### src/rtl/ysyx_24080006_pkg.sv
// Shared CSR-side definitions for the ysyx_24080006 core.
// Holds the trap kind encoding, machine-mode CSR addresses, mstatus bit positions
// and the mstatus rewrite helpers used on trap entry and mret.
package ysyx_24080006_pkg;

  typedef enum logic {
    TrapEcall = 1'b0,
    TrapMret  = 1'b1
  } trap_kind_t;

  localparam logic [11:0] CSR_MSTATUS = 12'h300;
  localparam logic [11:0] CSR_MEPC    = 12'h341;
  localparam logic [11:0] CSR_MCAUSE  = 12'h342;

  localparam int unsigned MSTATUS_MIE    = 3;
  localparam int unsigned MSTATUS_MPIE   = 7;
  localparam int unsigned MSTATUS_MPP_LO = 11;

  // Trap entry: stash MIE into MPIE, disable interrupts, record M-mode as previous.
  function automatic logic [31:0] mstatus_on_trap(input logic [31:0] m);
    logic [31:0] r;
    r                       = m;
    r[MSTATUS_MPIE]         = m[MSTATUS_MIE];
    r[MSTATUS_MIE]          = 1'b0;
    r[MSTATUS_MPP_LO+1 -: 2] = 2'b11;
    return r;
  endfunction

  // mret: restore MIE from MPIE, set MPIE, keep MPP at M-mode (only mode we support).
  function automatic logic [31:0] mstatus_on_mret(input logic [31:0] m);
    logic [31:0] r;
    r                       = m;
    r[MSTATUS_MIE]          = m[MSTATUS_MPIE];
    r[MSTATUS_MPIE]         = 1'b1;
    r[MSTATUS_MPP_LO+1 -: 2] = 2'b11;
    return r;
  endfunction

endpackage

### src/rtl/ysyx_24080006_csr_wsched.sv
// CSR write scheduler: serialises CSR-instruction writes and trap/mret mstatus
// bookkeeping onto the single CSR-file write port.
//
// Ports:
//   clock, reset                  - clock and synchronous active-low reset
//   ins_valid/ins_ready           - CSR-instruction write handshake (ins_waddr, ins_wdata)
//   trap_valid/trap_ready         - trap handshake (trap_kind, trap_pc, trap_cause)
//   mstatus_rdata                 - current mstatus, captured when a request is accepted
//   csr_we/csr_waddr/csr_wdata    - CSR-file write port
//   done                          - pulses on the last write of a request
//   busy                          - a request is in flight
module ysyx_24080006_csr_wsched
  import ysyx_24080006_pkg::*;
(
  input  logic        clock,
  input  logic        reset,
  input  logic        ins_valid,
  output logic        ins_ready,
  input  logic [11:0] ins_waddr,
  input  logic [31:0] ins_wdata,
  input  logic        trap_valid,
  output logic        trap_ready,
  input  logic        trap_kind,
  input  logic [31:0] trap_pc,
  input  logic [31:0] trap_cause,
  input  logic [31:0] mstatus_rdata,
  output logic        csr_we,
  output logic [11:0] csr_waddr,
  output logic [31:0] csr_wdata,
  output logic        done,
  output logic        busy
);

  typedef enum logic [2:0] {
    StIdle     = 3'd0,
    StIns      = 3'd1,
    StTMepc    = 3'd2,
    StTMcause  = 3'd3,
    StTMstatus = 3'd4,
    StRMstatus = 3'd5
  } state_e;

  state_e      state_q;
  logic [11:0] ins_waddr_q;
  logic [31:0] ins_wdata_q;
  logic [31:2] trap_pc_q;    // mepc is word aligned, low bits never needed
  logic [31:0] trap_cause_q;
  logic [31:0] mstatus_q;

  logic        idle;
  logic        wr_we;
  logic [11:0] wr_addr;
  logic [31:0] wr_data;
  logic        wr_done;

  assign idle = (state_q == StIdle);

  // Readies are held low while reset is asserted; traps take priority over instructions.
  assign trap_ready = reset & idle;
  assign ins_ready  = reset & idle & ~trap_valid;

  always_ff @(posedge clock) begin
    if (!reset) begin
      state_q      <= StIdle;
      ins_waddr_q  <= '0;
      ins_wdata_q  <= '0;
      trap_pc_q    <= '0;
      trap_cause_q <= '0;
      mstatus_q    <= '0;
    end else begin
      unique case (state_q)
        StIdle: begin
          if (trap_valid) begin
            trap_pc_q    <= trap_pc[31:2];
            trap_cause_q <= trap_cause;
            mstatus_q    <= mstatus_rdata;
            state_q      <= (trap_kind == TrapMret) ? StRMstatus : StTMepc;
          end else if (ins_valid) begin
            ins_waddr_q <= ins_waddr;
            ins_wdata_q <= ins_wdata;
            mstatus_q   <= mstatus_rdata;
            state_q     <= StIns;
          end
        end
        StTMepc:    state_q <= StTMcause;
        StTMcause:  state_q <= StTMstatus;
        StIns,
        StTMstatus,
        StRMstatus: state_q <= StIdle;
        default:    state_q <= StIdle;
      endcase
    end
  end

  // Write port is decoded purely from registered state and latched payload.
  always_comb begin
    wr_we   = 1'b0;
    wr_addr = '0;
    wr_data = '0;
    wr_done = 1'b0;
    unique case (state_q)
      StIns: begin
        wr_we   = 1'b1;
        wr_addr = ins_waddr_q;
        wr_data = ins_wdata_q;
        wr_done = 1'b1;
      end
      StTMepc: begin
        wr_we   = 1'b1;
        wr_addr = CSR_MEPC;
        wr_data = {trap_pc_q, 2'b00};
      end
      StTMcause: begin
        wr_we   = 1'b1;
        wr_addr = CSR_MCAUSE;
        wr_data = trap_cause_q;
      end
      StTMstatus: begin
        wr_we   = 1'b1;
        wr_addr = CSR_MSTATUS;
        wr_data = mstatus_on_trap(mstatus_q);
        wr_done = 1'b1;
      end
      StRMstatus: begin
        wr_we   = 1'b1;
        wr_addr = CSR_MSTATUS;
        wr_data = mstatus_on_mret(mstatus_q);
        wr_done = 1'b1;
      end
      default: ;
    endcase
  end

  // Reset gating keeps the write port quiet even in the cycle reset is first applied.
  assign csr_we    = reset & wr_we;
  assign csr_waddr = reset ? wr_addr : '0;
  assign csr_wdata = reset ? wr_data : '0;
  assign done      = reset & wr_done;
  assign busy      = reset & ~idle;

endmodule
### config.mk
export PLATFORM = sky130hd
export DESIGN_NAME = ysyx_24080006_csr_wsched
export DESIGN_NICKNAME = d
export VERILOG_FILES = /design/src/rtl/ysyx_24080006_pkg.sv /design/src/rtl/ysyx_24080006_csr_wsched.sv
export SDC_FILE = /design/constraint.sdc
export NUM_CORES = 1
export LEC_CHECK = 0
export BUFFER_PORTS_ARGS = -buffer_cell sky130_fd_sc_hd__buf_2
export CAP_MARGIN = 0
export CORE_MARGIN = 1
export CORE_UTILIZATION = 50
export DETAILED_ROUTE_END_ITERATION = 12
export PLACE_DENSITY_LB_ADDON = 0.3
export RECOVER_POWER = 100
export SYNTH_ARGS = -nofsm -noshare
export SYNTH_HDL_FRONTEND = slang
export SYNTH_SLANG_ARGS = --single-unit
export TNS_END_PERCENT = 20
### constraint.sdc
create_clock -name clock -period 2.9 [get_ports clock]
set_input_delay 0.145 -clock clock [delete_from_list [all_inputs] [get_ports clock]]
set_output_delay 0.145 -clock clock [all_outputs]
set_load 0.02 [all_outputs]
==> reports/results.ini <==
[placement]
dp_cells = 1091
dp.final_hpwl_mm = 11.0
gp_congestion = 0.764
place_ws_ns = 0.798
numPortBuffers = 189

[die]
ioPinCount = 194
fp.dieH_um = 116
start_util = 0.513
dieWidth_um = 116
die_area_um2 = 13500
core-area_um2 = 12700
num_rows = 41

[worst_setup_path]
worstSetupPathType = flop to primary output
r2r_slack_ns = 0.37
path_delay_family = buffers and inverters
cp_data_arrival_time_ns = 2.51
cp.buffers_inverters = 3
crit_path_end_kind = primary output
max_stage_delay_ns = 0.51
cp_cell_sequence = clkbuf_1 -> nor3_2 -> or2_1 -> buf_4 -> a21oi_1 -> clkbuf_1
startpoint = state_q[2]
reg2reg_to = ins_wdata_q[18]
cp_slowest_cell = dfxtp_1
crit_fanout = 19
crit_required_ns = 2.76
r2r-start = state_q[2]
cp_common_cell = clkbuf_1
rr_worst_depth = 5
cp-start-kind = flop

[clock_network]
cts-buffers-inserted = 17
htreeDepth = 4
cts-resized-gates = 0
clkTransAtPathRegs_ns = 0.06
clock_sinks = 139
holdBufCountCts = 136
clockBufferDepth = 2
cts_setup_buffers = 0
clk_latency_ns = 0.43
clock-root-buffer = clkbuf_16
cts_tree = done

[global_routing]
grt_pass1_vias = 6580
grt_pass1_wl_mm = 31.3
grt_max_degree = 187
grt_use_total = 0.306
antenna_found_initial = 2
overflow = 0

[synth]
yosysSeqAreaShare = 0.428
synthCells = 790
ys_types = 36
synthMostInstantiatedCell = nand2_1
synth-async-reset-ratio = 0
synth_fp_nets = 935
ys_ff_latch = 139
syn-cell-area_um2 = 6500
ys_warn_count = 0
syn_avg_cell_area_um2 = 8.23
synth_commonest_cells = 233 x nand2_1, 139 x dfxtp_1, 77 x mux2i_1, 63 x nand3_1, 60 x o21ai_0
synth_flop_cell = dfxtp_1
synth_top_cell_area_share = 0.428
yosys.area.top_type = dfxtp_1
synth-edff-count = 0
synthTopCellsByArea = dfxtp_1 43%, nand2_1 13%, mux2i_1 12%

[timing]
tightest_slew_ns = 1.18
skew_ns = 0.00657
timing.final.crit_period_ns = 2.65
hold_viol_final = 0
finalSetupTns_ns = 0
worst_slack_ns = 0.247
final.period_utilization = 0.915
maxSlewHeadroom = 0.214
max_freq_ghz = 0.377
rsz0062_at_grt = false
setup_viol = 0
maxSlewViolCount = 0

[hold_path]
min_from = trap_kind
worstHoldEndpoint = state_q[2]
hold_path.class = input port to flop
hold-path-cell-count = 3

[job]
maxCapViolCount = 0

[routing]
routed_via_density = 5.24
finalWirelength_mm = 20.3
vias = 6599
drt-initial-drc-count = 655
ant_nets = 0
route.detailed.wl_per_inst_um = 16.1
drc = 0
drt_pre_antenna_iters = 5

[pwr]
power_frac_comb = 0.167
power_frac_clock = 0.412
switching_power_mw = 1.37
seqPwrFrac = 0.421
internal-power_mw = 3.74
peakVddDrop_mv = 0.373
p_sw_frac = 0.268
powerDensity_nw_per_um2 = 548
cellLeakagePower_nw = 3.79
power_mw = 5.11

[final_layout]
final_nets = 1219
syn_to_final_growth_pct = 43.3
drive_gt1_frac = 0.214
stdcell_count = 1259

[status]
status = finished, final reports clean

[worst max-delay path by stage]
stage | end | cells past startpoint
5_1_grt | csr_wdata[22] | 6
2_1_floorplan | csr_wdata[10] | 6
4_1_cts | csr_wdata[13] | 5
3_5_place_dp | csr_wdata[13] | 5
6_report | csr_wdata[17] | 6
3_3_place_gp | csr_wdata[13] | 5
[final cells by class]
type                            count  area [um2]
Multi-Input combinational cell    573        3310
Clock buffer                       19         443
Inverter                            2        7.51
Tap cell                          172         215
Sequential cell                   139        2780
Clock inverter                     12         125
Timing Repair Buffer              341        2430
Antenna cell                        1        2.50
Fill cell                         925        3350
[power groups by stage]
stage	logic, mW	clock network (mW)	registers [mW]
finish	0.854	2.11	2.15
global placement	0.692	0	2.18
global route	0.926	2.22	2.17
detailed placement	0.697	0	2.18
CTS	0.842	2.12	2.14
floorplan	0.507	0	2.15
[layer usage]
layer / GRT usage / vias to the layer above / share of wire
met1: 0.373 / 2999 / 0.43
met3: 0.0774 / 54 / 0.061
met5: 0 / - / 0
li1: - / 3268 / -
met2: 0.502 / 278 / 0.48
met4: 0.152 / 0 / 0.030
[flip-flops by register name, indices dropped and copies added, names as in the netlist]
name          flops
trap_pc_q        30
ins_wdata_q      32
trap_cause_q     32
ins_waddr_q      12
state_q           3
mstatus_q        30
[placed cells by master (no fill, tap or decap), types with 2 or more instances in the layout]
cell,count
a21oi_1,26
o21a_1,3
a21oi_2,9
bufinv_16,2
buf_12,3
and3_1,8
nor2_1,6
clkbuf_1,37
clkbuf_16,17
inv_1,2
buf_4,11
buf_2,153
nand3_1,63
clkinvlp_4,3
a22oi_1,25
clkinv_4,2
a211oi_1,3
a32oi_1,12
o21ai_0,65
nand2_1,233
nor2b_1,6
clkinv_2,5
mux2i_1,77
clkbuf_8,2
nor3_1,4
dfxtp_1,138
dlygate4sd3_1,136
mux2_2,18
[worst min-delay path, delay by kind of cell]
kind,cells,cell delay (ns)
compound gates,1,0.07
buf+inv,1,0.12
simple gates,1,0.07
[through the flow]
step	util	cell area (um2)	hold WS [ns]
6_report	0.735	9320	0.0385
4_1_cts	0.740	9380	0.0198
3_5_place_dp	0.588	7450	0.368
3_3_place_gp	0.588	7450	0.361
5_1_grt	0.735	9320	0.0398
2_1_floorplan	-	6500	0.275
[logic make-up (layout without fill, tap and decap cells)]
group,count (synthesis),after routing,share of synthesized area
other cells,0,1,0
simple gates,332,332,0.221
flops,139,139,0.428
buf+inv,78,374,0.0629
compound gates,146,146,0.138
mux,95,95,0.150
No activity file was read; power rests on OpenSTA's default activity.
